File: src/rtl/wb_dma_copy_if.sv
// wb_dma_copy_if: config-slave and copy-master Wishbone signals of wb_dma_copy
interface wb_dma_copy_if;
  logic        wb_stb_i;
  logic        wb_cyc_i;
  logic        wb_we_i;
  logic [3:0]  wb_sel_i;
  logic [31:0] wb_adr_i;
  logic [31:0] wb_dat_i;
  logic [31:0] wb_dat_o;
  logic        wb_ack_o;
  logic        o_wb_cyc;
  logic        o_wb_stb;
  logic        o_wb_we;
  logic [3:0]  o_wb_sel;
  logic [31:0] o_wb_address;
  logic [31:0] o_wb_data;
  logic [31:0] i_wb_data;
  logic        i_wb_ack;
  modport slave (
    input  wb_stb_i, wb_cyc_i, wb_we_i, wb_sel_i, wb_adr_i, wb_dat_i, i_wb_data, i_wb_ack,
    output wb_dat_o, wb_ack_o, o_wb_cyc, o_wb_stb, o_wb_we, o_wb_sel, o_wb_address, o_wb_data
  );
  modport master (
    output wb_stb_i, wb_cyc_i, wb_we_i, wb_sel_i, wb_adr_i, wb_dat_i, i_wb_data, i_wb_ack,
    input  wb_dat_o, wb_ack_o, o_wb_cyc, o_wb_stb, o_wb_we, o_wb_sel, o_wb_address, o_wb_data
  );
endinterface

File: src/rtl/wb_dma_copy.sv
// wb_dma_copy: word-by-word Wishbone memory copy engine; define DMA_IRQ_EN for the irq output and CTRL bit3 IRQ_ENABLE
module wb_dma_copy #(
  parameter int LEN_WIDTH = 16
) (
  input logic clk,
  input logic rst_n,
  wb_dma_copy_if.slave bus
`ifdef DMA_IRQ_EN
  ,
  output logic irq
`endif
);
  typedef enum logic [1:0] {IDLE, RD, WR, FIN} state_t;
  state_t state, state_n;
  logic [31:0] src, dst, buf_q, rd_data;
  logic [LEN_WIDTH-1:0] len;
  logic [1:0] a;
  logic done, done_n, err, abort_q, irq_en;
  logic busy, acc, wr_acc, cfg_wr, wr_ctrl, go, misalign, abort_now, step, last;
  logic unused_ok;
  assign unused_ok = ^{bus.wb_sel_i, bus.wb_adr_i[31:4], bus.wb_adr_i[1:0]};
  assign a = bus.wb_adr_i[3:2];
  assign busy = state == RD || state == WR;
  assign acc = bus.wb_stb_i && bus.wb_cyc_i && !bus.wb_ack_o;
  assign wr_acc = acc && bus.wb_we_i;
  assign cfg_wr = wr_acc && !busy;
  assign wr_ctrl = wr_acc && a == 2'd3;
  assign go = wr_ctrl && bus.wb_dat_i[0] && !busy;
  assign misalign = |src[1:0] || |dst[1:0];
  assign abort_now = abort_q || (wr_ctrl && bus.wb_dat_i[2]);
  assign step = state == WR && bus.i_wb_ack;
  assign last = len == LEN_WIDTH'(1);
  // a FIN-set DONE outranks a same-cycle W1C clear
  assign done_n = state == FIN || (done && !(wr_ctrl && bus.wb_dat_i[1]));
  always_comb begin
    state_n = go ? ((misalign || len == '0) ? FIN : RD) :
              state == FIN ? IDLE :
              !(busy && bus.i_wb_ack) ? state :
              state == RD ? (abort_now ? FIN : WR) :
              (last || abort_now) ? FIN : RD;
    rd_data = a == 2'd0 ? src :
              a == 2'd1 ? dst :
              a == 2'd2 ? 32'(len) :
              {28'd0, irq_en, err, done, busy};
  end
  assign bus.o_wb_cyc = busy;
  assign bus.o_wb_stb = busy;
  assign bus.o_wb_we = state == WR;
  assign bus.o_wb_sel = busy ? 4'hF : 4'h0;
  assign bus.o_wb_address = state == WR ? dst : state == RD ? src : '0;
  assign bus.o_wb_data = state == WR ? buf_q : '0;
  always_ff @(posedge clk or negedge rst_n) begin
    if (!rst_n) begin
      state <= IDLE;
      src <= '0;
      dst <= '0;
      len <= '0;
      buf_q <= '0;
      done <= 1'b0;
      err <= 1'b0;
      abort_q <= 1'b0;
      bus.wb_ack_o <= 1'b0;
      bus.wb_dat_o <= '0;
    end else begin
      state <= state_n;
      bus.wb_ack_o <= acc;
      bus.wb_dat_o <= (acc && !bus.wb_we_i) ? rd_data : '0;
      buf_q <= (state == RD && bus.i_wb_ack) ? bus.i_wb_data : buf_q;
      src <= step ? src + 32'd4 : (cfg_wr && a == 2'd0) ? bus.wb_dat_i : src;
      dst <= step ? dst + 32'd4 : (cfg_wr && a == 2'd1) ? bus.wb_dat_i : dst;
      len <= step ? len - LEN_WIDTH'(1) : (cfg_wr && a == 2'd2) ? bus.wb_dat_i[LEN_WIDTH-1:0] : len;
      done <= done_n;
      err <= go ? misalign : err;
      abort_q <= busy && abort_now;
    end
  end
`ifdef DMA_IRQ_EN
  logic irq_en_n;
  assign irq_en_n = wr_ctrl ? bus.wb_dat_i[3] : irq_en;
  always_ff @(posedge clk or negedge rst_n) begin
    if (!rst_n) begin
      irq_en <= 1'b0;
      irq <= 1'b0;
    end else begin
      irq_en <= irq_en_n;
      irq <= done_n && irq_en_n;
    end
  end
`else
  assign irq_en = 1'b0;
`endif
endmodule

File: src/flat_wrapper.sv
// flat-port wrapper written by rule: the top's interface ports become plain ports
module wb_dma_copy_flat 
#(
  parameter int LEN_WIDTH = 16
)
  (clk, rst_n, bus_wb_stb_i, bus_wb_cyc_i, bus_wb_we_i, bus_wb_sel_i, bus_wb_adr_i, bus_wb_dat_i, bus_i_wb_data, bus_i_wb_ack, bus_wb_dat_o, bus_wb_ack_o, bus_o_wb_cyc, bus_o_wb_stb, bus_o_wb_we, bus_o_wb_sel, bus_o_wb_address, bus_o_wb_data);
  wb_dma_copy_if bus_i ();
  input logic clk;
  input logic rst_n;
  input wire logic [$bits(bus_i.wb_stb_i)-1:0] bus_wb_stb_i;
  input wire logic [$bits(bus_i.wb_cyc_i)-1:0] bus_wb_cyc_i;
  input wire logic [$bits(bus_i.wb_we_i)-1:0] bus_wb_we_i;
  input wire logic [$bits(bus_i.wb_sel_i)-1:0] bus_wb_sel_i;
  input wire logic [$bits(bus_i.wb_adr_i)-1:0] bus_wb_adr_i;
  input wire logic [$bits(bus_i.wb_dat_i)-1:0] bus_wb_dat_i;
  input wire logic [$bits(bus_i.i_wb_data)-1:0] bus_i_wb_data;
  input wire logic [$bits(bus_i.i_wb_ack)-1:0] bus_i_wb_ack;
  output wire logic [$bits(bus_i.wb_dat_o)-1:0] bus_wb_dat_o;
  output wire logic [$bits(bus_i.wb_ack_o)-1:0] bus_wb_ack_o;
  output wire logic [$bits(bus_i.o_wb_cyc)-1:0] bus_o_wb_cyc;
  output wire logic [$bits(bus_i.o_wb_stb)-1:0] bus_o_wb_stb;
  output wire logic [$bits(bus_i.o_wb_we)-1:0] bus_o_wb_we;
  output wire logic [$bits(bus_i.o_wb_sel)-1:0] bus_o_wb_sel;
  output wire logic [$bits(bus_i.o_wb_address)-1:0] bus_o_wb_address;
  output wire logic [$bits(bus_i.o_wb_data)-1:0] bus_o_wb_data;
  assign bus_i.wb_stb_i = bus_wb_stb_i;
  assign bus_i.wb_cyc_i = bus_wb_cyc_i;
  assign bus_i.wb_we_i = bus_wb_we_i;
  assign bus_i.wb_sel_i = bus_wb_sel_i;
  assign bus_i.wb_adr_i = bus_wb_adr_i;
  assign bus_i.wb_dat_i = bus_wb_dat_i;
  assign bus_i.i_wb_data = bus_i_wb_data;
  assign bus_i.i_wb_ack = bus_i_wb_ack;
  assign bus_wb_dat_o = bus_i.wb_dat_o;
  assign bus_wb_ack_o = bus_i.wb_ack_o;
  assign bus_o_wb_cyc = bus_i.o_wb_cyc;
  assign bus_o_wb_stb = bus_i.o_wb_stb;
  assign bus_o_wb_we = bus_i.o_wb_we;
  assign bus_o_wb_sel = bus_i.o_wb_sel;
  assign bus_o_wb_address = bus_i.o_wb_address;
  assign bus_o_wb_data = bus_i.o_wb_data;
  wb_dma_copy #(.LEN_WIDTH(LEN_WIDTH)) u_core (.clk(clk), .rst_n(rst_n), .bus(bus_i));
endmodule
File: config.mk
export PLATFORM = sky130hd
export DESIGN_NAME = wb_dma_copy_flat
export DESIGN_NICKNAME = d
export VERILOG_FILES = /design/src/rtl/wb_dma_copy_if.sv /design/src/rtl/wb_dma_copy.sv /design/src/flat_wrapper.sv
export SDC_FILE = /design/constraint.sdc
export NUM_CORES = 1
export LEC_CHECK = 0
export BUFFER_PORTS_ARGS = -buffer_cell sky130_fd_sc_hd__buf_4
export CORE_MARGIN = 8
export CORE_UTILIZATION = 40
export DETAILED_ROUTE_END_ITERATION = 10
export PLACE_DENSITY = 0.59
export SKIP_LAST_GASP = 1
export SLEW_MARGIN = 5
export SYNTH_ARGS = -nofsm -noshare
export SYNTH_HDL_FRONTEND = slang
export SYNTH_SLANG_ARGS = --single-unit
File: constraint.sdc
create_clock -name clk -period 5.5 [get_ports clk]
set_input_delay 0.55 -clock clk [delete_from_list [all_inputs] [get_ports clk]]
set_output_delay 0.55 -clock clk [all_outputs]
set_load 0.1 [all_outputs]
### Yosys cells after proc, flatten, opt, wreduce, memory -nomap -nowiden

Cells that the tools add are included.

| operators by class | value |
|---|---|
| reduce and logical (&&, ||, !) cells | 36 |
| add/subtract/negate cells | 3 |
| eq/ne operators | 7 |
| muxes and demuxes | 21 |

Operators by type and width:

| kind | number |
|---|---|
| 32-bit two-way mux | 10 |
| 32-bit by 3-bit adder with 32-bit output, second input constant | 2 |
| 16-bit two-way mux | 3 |
| 1-bit logical AND | 18 |
| 16-bit by 1-bit == test with 1-bit output, second input constant | 1 |
| 16-bit zero test | 1 |
| 16-bit by 1-bit subtractor with 16-bit output, second input constant | 1 |
| 2-bit two-way mux | 6 |
| 2-bit == test, second input constant | 4 |
| 1-bit logical OR | 6 |
| 2-bit nonzero test | 3 |
| 2-bit by 1-bit == test with 1-bit output, second input constant | 2 |
| 1-bit zero test | 4 |
| 4-bit two-way mux | 1 |
| 2-bit OR reduction | 2 |
| 3-bit nonzero test | 1 |
| 2-bit zero test | 1 |
| 1-bit two-way mux | 1 |

| word-level totals | value |
|---|---|
| logic and storage cells | 77 |
| input bits | 106 |
| output and inout port bits | 104 |
| register bits | 150 |

### Longest topological paths before layout

Gate-level depths: netlist of the first run.

| logic depth | value |
|---|---|
| depth in word-level cells | 12 |
| depth in mapped cells | 10 |
| depth with buffers taken out | 7 |

### Worst setup path after synthesis of the first run

OpenSTA, ideal clock, no wires.

| path | value |
|---|---|
| kind | reg2out |
| start | reg u_core.state[0] |
| end | out bus_o_wb_address[0] |
| path buffers | 2 |
| path slack | 1.324 ns |
| stages on the path, launching flop included | 6 |
| data arrival time | 3.626 ns |
| data required time | 4.950 ns |
| cells stage by stage | dfrtp_1 > inv_1 > ha_1 > buf_2 > clkbuf_1 > o21ai_0 |

| between the ends | value |
|---|---|
| elaborated cells on any way between the ends | 4 |
| those cells by class | 2 x eq/ne; 2 x mux |

RTL lines:

| what | RTL line | source |
|---|---|---|
| start: declaration | wb_dma_copy.sv:14 | `state_t state, state_n;` |
| start signal: assignment | wb_dma_copy.sv:65 | `state <= state_n;` |
| 2-bit == test | - |  |
| named net bus_o_wb_we | flat_wrapper.sv:22 | `output wire logic [$bits(bus_i.o_wb_we)-1:0] bus_o_wb_we;` |
| 32-bit two-way mux | wb_dma_copy.sv:50 | `assign bus.o_wb_address = state == WR ? dst : state == RD ? src : '0;` |
| end: declaration | flat_wrapper.sv:24 | `output wire logic [$bits(bus_i.o_wb_address)-1:0] bus_o_wb_address;` |

The timed path passes the listed nets, and every way through them passes these cells.

### Worst setup path after layout of the first run

| path | value |
|---|---|
| start | reg u_core.state[0] |
| end | reg u_core.src[20] |

| between the ends | value |
|---|---|
| word-level cells in the longest chain between the ends | 6 |
| elaborated cells on any way between the ends | 9 |
| those cells by class | 2 x eq/ne; 1 x mux; 6 x reduce/logical |

Ends and longest elaborated chain:

| what | RTL line | source |
|---|---|---|
| 2-bit by 1-bit == test with 1-bit output or 2-bit == test (tied branches) | wb_dma_copy.sv:23, wb_dma_copy.sv:31 |  |
| 1-bit logical OR | wb_dma_copy.sv:23 | `assign busy = state == RD \|\| state == WR;` |
| 1-bit zero test | wb_dma_copy.sv:26 | `assign cfg_wr = wr_acc && !busy;` |
| 1-bit logical AND | wb_dma_copy.sv:26 |  |
| 1-bit logical AND | wb_dma_copy.sv:69 | `src <= step ? src + 32'd4 : (cfg_wr && a == 2'd0) ? bus.wb_dat_i : src;` |
| 2-bit nonzero test (no line) | - |  |
| end signal: assignment | wb_dma_copy.sv:69 |  |
| end: declaration | wb_dma_copy.sv:15 | `logic [31:0] src, dst, buf_q, rd_data;` |

Several ways; a longest one is shown, not always the timed one.
A chain may end at the register's enable or synchronous reset.

==> results of run 1 <==
through the flow:
stage	cell area (um2)	std cells	worst slack (ps)	hold WS, ps
2_1_floorplan	8490	969	1320	254
3_3_place_gp	9910	1358	2410	463
3_5_place_dp	9910	1358	2380	478
4_1_cts	10500	1390	2370	268
5_1_grt	10500	1390	2090	306
6_report	10500	1390	2310	226
area by class of cell:
| type | count | share of cell area (%) |
|---|---|---|
| timing repair buffer | 183 | 13.1 |
| clock inverter | 11 | 1.39 |
| clock buffer | 21 | 4.47 |
| inverter | 10 | 0.357 |
| multi-input combinational | 740 | 41.8 |
| tap | 275 | 3.27 |
| sequential | 150 | 35.7 |
cells by family (layout without fill, tap and decap cells):
family / after synthesis / after routing / synth area share [%]
xor+xnor: 5 / 5 / 0.516
buf+inv: 79 / 225 / 4.02
simple gates: 458 / 458 / 26.5
compound gates: 203 / 203 / 15.0
mux: 67 / 67 / 8.69
flops: 150 / 150 / 44.2
fa+ha+maj: 7 / 7 / 1.03
registers in the layout, summed over array words and instances, names as in the netlist:
register and flops:
u_core.abort_q 1, u_core.buf_q 32, u_core.bus.wb_ack_o 1, u_core.bus.wb_dat_o 32, u_core.done 1, u_core.dst 32
u_core.err 1, u_core.len 16, u_core.src 32, u_core.state 2
metal layers:
layer	vias to the layer above	share of wire [%]	GRT usage, %
met3	48	6.7	4.20
li1	3737	-	-
met5	-	0	0
met1	3822	46	28.9
met2	317	44	32.9
met4	0	3.2	9.22
worst register-to-register path, cell delays in order (launching register included):
cell and delay (ps):
dfrtp_1 430, inv_1 110, ha_2 170, buf_4 650, nand2_1 210, buf_4 370
nor2_1 380, nand2_2 210, or4b_1 520, nand3_1 80
how the worst max path moves through the flow:
stage / startpoint / end / slack (ps) / cells after the start
final: u_core.state[0] / u_core.src[20] / 2310 / 9
after global routing: u_core.state[0] / u_core.src[20] / 2090 / 9
after CTS: u_core.state[0] / u_core.src[20] / 2370 / 9
after detailed placement: u_core.state[0] / u_core.src[20] / 2380 / 9
after global placement: u_core.state[0] / u_core.src[20] / 2410 / 9
after floorplan: u_core.state[0] / bus_o_wb_address[0] / 1320 / 5
synth_stat cells, types with 5 or more instances:
cell type  instances  area share (%)
ha_1               7             1.0
or3_1              7            0.52
o211ai_1          10            0.88
a211oi_1          16             1.4
buf_2             21             1.2
clkbuf_1          38             1.7
and4_1            10             1.0
and3_1            10            0.74
nor2_1           114             5.0
and2_1            40             2.9
o22ai_1           13            0.96
a31oi_1            7            0.52
buf_1              5            0.22
a311oi_1           9            0.93
nand4_1           23             1.7
o21a_1             5            0.44
mux2_2            34             4.5
o21ai_0           61             3.6
dfrtp_1          150              44
nand3_1           43             2.5
a21oi_1           51             3.0
nor3_1            30             1.8
nor4_1             8            0.59
buf_4              5            0.44
nand2_1          148             6.5
mux2i_1           31             3.7
inv_1             10            0.44
report_power, final:
group / leakage, nW / total (mW) / switching, mW / internal, mW
clock network: 0.300 / 1.23 / 0.475 / 0.752
registers: 1.82 / 2.06 / 0.548 / 1.51
logic: 2.48 / 3.98 / 2.99 / 0.990
total: 4.59 / 7.27 / 4.01 / 3.26
==> results.cfg, run 1 <==
[power_and_ir_drop]
power.total_mw = 7.27
p_leak_nw = 4.59
worst_ir_drop_vdd_mv = 0.770
p_per_area_nw_per_um2 = 690

[worst_setup_path]
reg2reg_slack_ps = 2310
critPathKind = reg2reg
path_common_cell = buf_4
critPathRequiredTime_ps = 5860
r2r_end = u_core.src[20]
cp-start-kind = register
cp_cell_sequence = inv_1 > ha_2 > buf_4 > nand2_1 > buf_4 > nor2_1 > nand2_2 > or4b_1 > nand3_1
critPathMaxStageDelay_ps = 650
cp_slowest_cell = buf_4
endpoint_kind = register
cp_max_fo = 99
critPathArrivalTime_ps = 3540
reg2reg_from = u_core.state[0]
crit_family = simple AND/OR/NAND/NOR gates
r2r_cells = 9
critPathBufInv = 3

[sta]
tightest_slew_ps = 997
slew_viol_final = 0
relSlewSlack_pct = 32.9
fmax_ghz = 0.314
setup_viol_count_final = 0
hold_violations = 0
tns_ps = 0
rsz0062_at_grt = false
layout_min_cycle_time_ps = 3190
finClkSkew_ps = 9.94
min_period_over_period_pct = 57.9

[finish]
fillers = 1984
final_common_cell = buf_4
fin_nets = 1215
regArea_um2 = 3750
drive_above_1_share_pct = 24.2
final_util_pct = 50.2
multi_input_area_um2 = 4400
final_cell_mix = 182 x buf_4, 150 x dfrtp_1, 148 x nand2_1, 114 x nor2_1, 61 x o21ai_0
syn2layout_area_growth_pct = 24.0
diodes = 0

[cts]
cts-resized-gates = 0
numCtsBuffers = 17
htreeDepth = 4
cts-root-buf = clkbuf_16
worstSkewPairLatency_ps = 430
clk_pin_slew_ps = 60
cts_setup_buffers = 0
holdBufCountCts = 0
clockBufferDepth = 2
cts_tree = yes
cts_sinks = 150

[logic_synthesis]
async_flop_share_pct = 100
synth_cells = 969
syn-cell-area_um2 = 8490
synth.distinct_cells = 65
synth_edf_count = 0
avgSynthCellArea_um2 = 8.76
synth-seq-cells = 150
synth.yosys.warnings = 0
synth_flop_cell = dfrtp_1
syn_nets = 1082
yosysSeqAreaShare_pct = 44.2

[global_routing]
grt_max_degree = 100
grt_pass1_wl_um = 44400
antenna_found_initial = 0
grt_pass1_vias = 7759
grt-ovfl-total = 0
grt_usage_pct = 21.4

[floorplanning]
fp.dieH_um = 162
start_util_pct = 40.5
rows = 53
fp.dieArea_um2 = 26100
die_w_um = 162
core_um2 = 21000
io_pins = 210

[route]
drt_iter0_drc = 746
dr.pass1.iters = 7
post_drt_wl_per_cell_um = 20.2
vias = 7924
wl_um = 28100
drc_errors = 0
avgViaCountPerCell = 5.70
ant_nets = 0

[hold_path]
hold_path.class = in2async

[place]
place.gp.congestion = 0.933
dp.final_hpwl_um = 20000
port_buffers = 175

[status]
outcome = complete, no violations

[job]
maxCapViolations = 0
Power figures use the tool's default switching activity.
==> run 2, diff against run 1 <==
--- a/config.mk
+++ b/config.mk
@@ -5,11 +5,12 @@
 export SDC_FILE = /design/constraint.sdc
 export NUM_CORES = 1
 export LEC_CHECK = 0
+export ABC_AREA = 1
 export BUFFER_PORTS_ARGS = -buffer_cell sky130_fd_sc_hd__buf_4
 export CORE_MARGIN = 8
 export CORE_UTILIZATION = 40
 export DETAILED_ROUTE_END_ITERATION = 10
-export PLACE_DENSITY = 0.59
+export PLACE_DENSITY = 0.58
 export SKIP_LAST_GASP = 1
 export SLEW_MARGIN = 5
 export SYNTH_ARGS = -nofsm -noshare
==> constraint.sdc (replaced) <==
create_clock -name clk -period 3.2 [get_ports clk]
set_input_delay 0.32 -clock clk [delete_from_list [all_inputs] [get_ports clk]]
set_output_delay 0.32 -clock clk [all_outputs]
set_load 0.1 [all_outputs]
==> run 2 against run 1 <==
Critical path depth shrank 2. Global-route usage grew 1.7 points. Sequential share of layout area shrank 3.6 points. Combinational power grew 99%. Flip-flop and latch count is the same. Critical endpoint is now bus_o_wb_address[0]. Largest cell class unchanged.
==> results.cfg, run 2 <==
[worst_setup_path]
r2r_end = u_core.dst[24]
critPathBufInv = 4
critPathRequiredTime_ps = 2880
critPathCapture = bus_o_wb_address[0]
path_depth = 7
endpoint_kind = output port
critPathKind = reg2out
reg2reg_slack_ps = 600
critPathMaxStageDelay_ps = 460
path_common_cell = buf_4
cp_cell_sequence = inv_1 > ha_2 > inv_2 > buf_4 > nand3_1 > o21ai_1 > buf_4
critPathArrivalTime_ps = 2610
cp_max_fo = 21
cp_slowest_cell = buf_4
reg2reg_from = u_core.state[0]
critPathLaunch = u_core.state[0]
crit_family = buffers and inverters
cp-start-kind = register
r2r_cells = 9

[logic_synthesis]
netlist_top_cells_count = 371 x nand2_1, 206 x inv_1, 175 x nor2_1, 150 x dfrtp_1, 82 x nand3_1
synth-seq-cells = 150
synth_cells = 1331
synth_top_area_share_pct = 40.2
synth.area.top_cells = dfrtp_1 40%, nand2_1 15%, inv_1 8.3%
syn_nets = 1444
synth_top_cell_by_area = dfrtp_1
avgSynthCellArea_um2 = 7.01
synth.distinct_cells = 38
synth_flop_cell = dfrtp_1
synth_edf_count = 0
async_flop_share_pct = 100
syn-cell-area_um2 = 9330
yosysSeqAreaShare_pct = 40.2
yosysMostFrequentCell = nand2_1
synth.yosys.warnings = 0

[floorplanning]
core_um2 = 23200
start_util_pct = 40.2
die_w_um = 169
io_pins = 210
rows = 56
fp.dieArea_um2 = 28500
fp.dieH_um = 169

[sta]
relSlewSlack_pct = 44.6
hold_violations = 0
min_period_over_period_pct = 91.5
rsz0062_at_grt = false
slew_viol_final = 0
fmax_ghz = 0.342
finClkSkew_ps = 11.5
setup_viol_count_final = 0
fin_ws_ps = 272
tightest_slew_ps = 830
tns_ps = 0
layout_min_cycle_time_ps = 2930

[finish]
regArea_um2 = 3750
final_common_cell = nand2_1
final_area_um2 = 11700
fillers = 2332
final_cell_mix = 370 x nand2_1, 206 x inv_1, 191 x buf_4, 174 x nor2_1, 150 x dfrtp_1
drive_above_1_share_pct = 21.2
diodes = 0
syn2layout_area_growth_pct = 25.6
multi_input_area_um2 = 4720
fin_nets = 1606

[cts]
cts_sinks = 150
clockBufferDepth = 2
numCtsBuffers = 17
cts_tree = yes
clk_pin_slew_ps = 70
cts-resized-gates = 0
cts-root-buf = clkbuf_16
htreeDepth = 4
worstSkewPairLatency_ps = 440

[power_and_ir_drop]
power_frac_seq_pct = 25.4
internal-power_mw = 5.59
pwr-share-comb_pct = 59.6
p_leak_nw = 6.19
switching_share_pct = 57.9
power.total_mw = 13.3
p_per_area_nw_per_um2 = 1130
worst_ir_drop_vdd_mv = 0.756
switching_power_mw = 7.69
clockPowerShare_pct = 15.0

[status]
outcome = complete, no violations

[global_routing]
grt_pass1_vias = 8959
grt-ovfl-total = 0
grt_use_met1_pct = 32.2
grt_pass1_wl_um = 51200
antenna_found_initial = 0
grt_max_degree = 70
grt_use_met2_pct = 35.9
grt_usage_pct = 23.1
grt_busiest_layer = met2
grtUsageMet3_pct = 4.78

[route]
wl_um = 32900
post_drt_wl_per_cell_um = 18.0
ant_nets = 0
drt_iter0_drc = 701
vias = 9388
dr.pass1.iters = 5
avgViaCountPerCell = 5.14
drc_errors = 0

[place]
port_buffers = 175
placedInstanceArea_um2 = 11100
dp.final_hpwl_um = 25100
place.gp.congestion = 0.952
dpl_worst_slack_ps = 631

[hold_path]
hold_path.class = in2reg

[job]
maxCapViolations = 0
[run 2: worst reg2reg max path, delay by kind of cell, from the launching register on]
kind                       cells  cell delay [ps]
and+or+nand+nor                4              930
buffers and inverters          3              700
DFF                            1              420
adders and majority gates      1              330
AOI/OAI and AO/OA              1               90
[run 2: how the worst min path moves through the flow]
stage                       from  slack, ps  cells after the start                      to
6_report       bus_i_wb_data[24]        110                      2        u_core.buf_q[24]
5_1_grt        bus_i_wb_data[30]        100                      2        u_core.buf_q[30]
4_1_cts        bus_i_wb_data[30]        100                      2        u_core.buf_q[30]
3_5_place_dp               rst_n        400                      1  u_core.bus.wb_dat_o[6]
3_3_place_gp               rst_n        400                      1  u_core.bus.wb_dat_o[6]
2_1_floorplan              rst_n         20                      0          u_core.abort_q
[run 2: through the flow]
| step | cells | util, % | hold WS, ps |
|---|---|---|---|
| 2_1_floorplan | 1331 | - | 24.4 |
| 3_3_place_gp | 1792 | 48.0 | 403 |
| 3_5_place_dp | 1792 | 48.0 | 400 |
| 4_1_cts | 1825 | 50.5 | 100 |
| 5_1_grt | 1825 | 50.5 | 101 |
| 6_report | 1825 | 50.5 | 107 |
[run 2: layer usage]
metal	part of all wire, %	vias up
met1	46	4421
met4	1.7	0
met2	45	362
met5	0	-
li1	-	4567
met3	7.9	38
[run 2: kinds of logic (layout without fill, tap and decap cells)]
logic type	after synthesis	after routing	synth area share [%]
flops	150	150	40.2
mux	32	32	3.86
buf+inv	262	437	11.7
fa+ha+maj	7	7	0.939
compound gates	194	194	12.1
simple gates	679	679	30.6
xor+xnor	7	7	0.657
[run 2: area by class of cell]
class	count	area share [%]
Timing Repair Buffer	194	12.6
Inverter	211	6.76
Multi-Input combinational cell	919	40.3
Sequential cell	150	32.1
Clock inverter	14	1.09
Tap cell	319	3.41
Clock buffer	18	3.75
[run 2: repair_timing]
action / CTS / global route
setup buffers: 0 / 0
hold buffers: 1 / 0
endpoints found under the hold margin: 67 / 0
[run 2: power groups by stage]
stage | registers [mW] | clock network [mW] | logic, mW
floorplan | 3.29 | 0 | 6.19
global placement | 3.37 | 0 | 7.86
detailed placement | 3.39 | 0 | 7.90
CTS | 3.36 | 2.02 | 7.92
global route | 3.48 | 2.10 | 8.40
finish | 3.38 | 1.99 | 7.91
==> run 3, diff against run 2 <==
--- a/config.mk
+++ b/config.mk
@@ -9,9 +9,10 @@
 export BUFFER_PORTS_ARGS = -buffer_cell sky130_fd_sc_hd__buf_4
 export CORE_MARGIN = 8
 export CORE_UTILIZATION = 40
+export CTS_BUF_LIST = sky130_fd_sc_hd__clkbuf_2
 export DETAILED_ROUTE_END_ITERATION = 10
 export PLACE_DENSITY = 0.58
-export SKIP_LAST_GASP = 1
+export RECOVER_POWER = 100
 export SLEW_MARGIN = 5
 export SYNTH_ARGS = -nofsm -noshare
 export SYNTH_HDL_FRONTEND = slang
==> run 3 against run 2 <==
The run now ends with capacitance limit, slew limit left. Combinational power fell by 0.5%. Worst setup slack lost 90 ps. Flip-flop and latch count did not move.
==> results.cfg, run 3 (synthesis results as in run 2) <==
[route]
wl_um = 33900
avgViaCountPerCell = 5.08
drt_iter0_drc = 674
drc_errors = 0
ant_nets = 0
post_drt_wl_per_cell_um = 17.8
vias = 9658
dr.pass1.iters = 6

[global_routing]
grt_usage_pct = 23.9
grt_pass1_vias = 9342
grt_pass1_wl_um = 52900
grt_max_degree = 70
grt-ovfl-total = 0
antenna_found_initial = 1

[cts]
cts_sinks = 150
numCtsBuffers = 17
cts_setup_buffers = 0
clockBufferDepth = 2
clk_pin_slew_ps = 260
worstSkewPairLatency_ps = 760
cts_tree = yes
cts-root-buf = clkbuf_2
htreeDepth = 4

[sta]
finClkSkew_ps = 45.7
rsz0062_at_grt = false
layout_min_cycle_time_ps = 3020
relSlewSlack_pct = -26.8
fmax_ghz = 0.331
hold_violations = 0
min_period_over_period_pct = 94.3
slew_viol_final = 102
tightest_slew_ps = 1900
tns_ps = 0
setup_viol_count_final = 0
fin_hold_ws_ps = 122

[hold_path]
holdCritStartpoint = bus_wb_stb_i
hold_path.class = in2reg
min_path_cells = 5
hold_path_end = u_core.err

[finish]
final_common_cell = nand2_1
final_cell_mix = 374 x nand2_1, 208 x inv_1, 176 x nor2_1, 150 x dfrtp_1, 84 x nand3_1
final_area_um2 = 11800
fillers = 2369
drive_above_1_share_pct = 17.2
regArea_um2 = 3750
multi_input_area_um2 = 4670
fin_nets = 1679
final_util_pct = 51.0
syn2layout_area_growth_pct = 26.8

[floorplanning]
core_um2 = 23200
start_util_pct = 40.2
die_w_um = 169
fp.dieArea_um2 = 28500
rows = 56
fp.dieH_um = 169
io_pins = 210

[power_and_ir_drop]
power.total_mw = 12.3
worst_ir_drop_vdd_mv = 0.751
p_leak_nw = 6.15
p_per_area_nw_per_um2 = 1040

[job]
maxCapViolations = 2

[worst_setup_path]
cp-start-kind = primary input
reg2reg_from = u_core.state[0]
critPathArrivalTime_ps = 3650
r2r_end = u_core.dst[24]
cp_max_fo = 29
endpoint_kind = register
critPathKind = in2reg
reg2reg_slack_ps = 190
critPathRequiredTime_ps = 3840
r2r_cells = 9

[status]
violations = capacitance limit, slew limit
outcome = finished, violations left

[place]
dp.final_hpwl_um = 25100
port_buffers = 175
placedInstanceArea_um2 = 11100
place.gp.congestion = 0.952
## run 3: area by class of cell
| cell class | count | share of cell area, % |
|---|---|---|
| Tap cell | 319 | 3.38 |
| Clock inverter | 15 | 1.11 |
| Clock buffer | 17 | 0.720 |
| Antenna cell | 2 | 0.0423 |
| Inverter | 211 | 6.74 |
| Timing Repair Buffer | 267 | 16.8 |
| Multi-Input combinational cell | 919 | 39.5 |
| Sequential cell | 150 | 31.7 |
## run 3: worst max path at each step
| stage | from | end | slack, ps |
|---|---|---|---|
| 3_3_place_gp | u_core.state[0] | u_core.dst[19] | 680 |
| 4_1_cts | u_core.state[0] | bus_o_wb_address[14] | 90 |
| 3_5_place_dp | u_core.state[0] | u_core.dst[19] | 630 |
| 5_1_grt | u_core.state[0] | bus_o_wb_address[0] | 20 |
| 2_1_floorplan | u_core.state[0] | bus_o_wb_address[0] | 30 |
| 6_report | bus_wb_cyc_i | u_core.dst[24] | 180 |
## run 3: where the power goes
group	switching (mW)	internal, mW	leakage, nW
Clock	0.831	0.238	0.130
Sequential	0.762	2.60	1.82
Combinational	6.00	1.87	4.20
## run 3: layer usage
metal | share of wire (%) | global-route usage [%] | wire, um | vias to the layer above
met5 | 0 | 0 | 0 | -
met4 | 1.6 | 6.06 | 527 | 0
met3 | 7.4 | 4.64 | 2490 | 30
met2 | 45 | 37.5 | 15400 | 380
met1 | 46 | 33.2 | 15500 | 4537
li1 | - | - | - | 4711
## run 3: worst max-delay path: stages
cell           delay [ps]
dlygate4sd3_1         520
clkbuf_4              130
nand2_1                40
dlygate4sd3_1         560
nor2_1                200
nand2_2               130
nor2_8                160
nand2_1               150
nand2_2               550
clkinv_1              550
nor2_1                240
a21oi_1                90
## run 3: what timing repair did
| action | in CTS | in global routing |
|---|---|---|
| hold buffers | 74 | 0 |
| resized for setup | 2 | 2 |
| endpoints found under the hold margin | 193 | 0 |
| endpoints found under the setup margin | 25 | 5 |
## run 3: through the flow
step	worst slack, ps	std cells
final	183	1900
after floorplan	28.6	1331
after detailed placement	631	1792
after global placement	677	1792
after global routing	23.6	1900
after CTS	87.0	1898
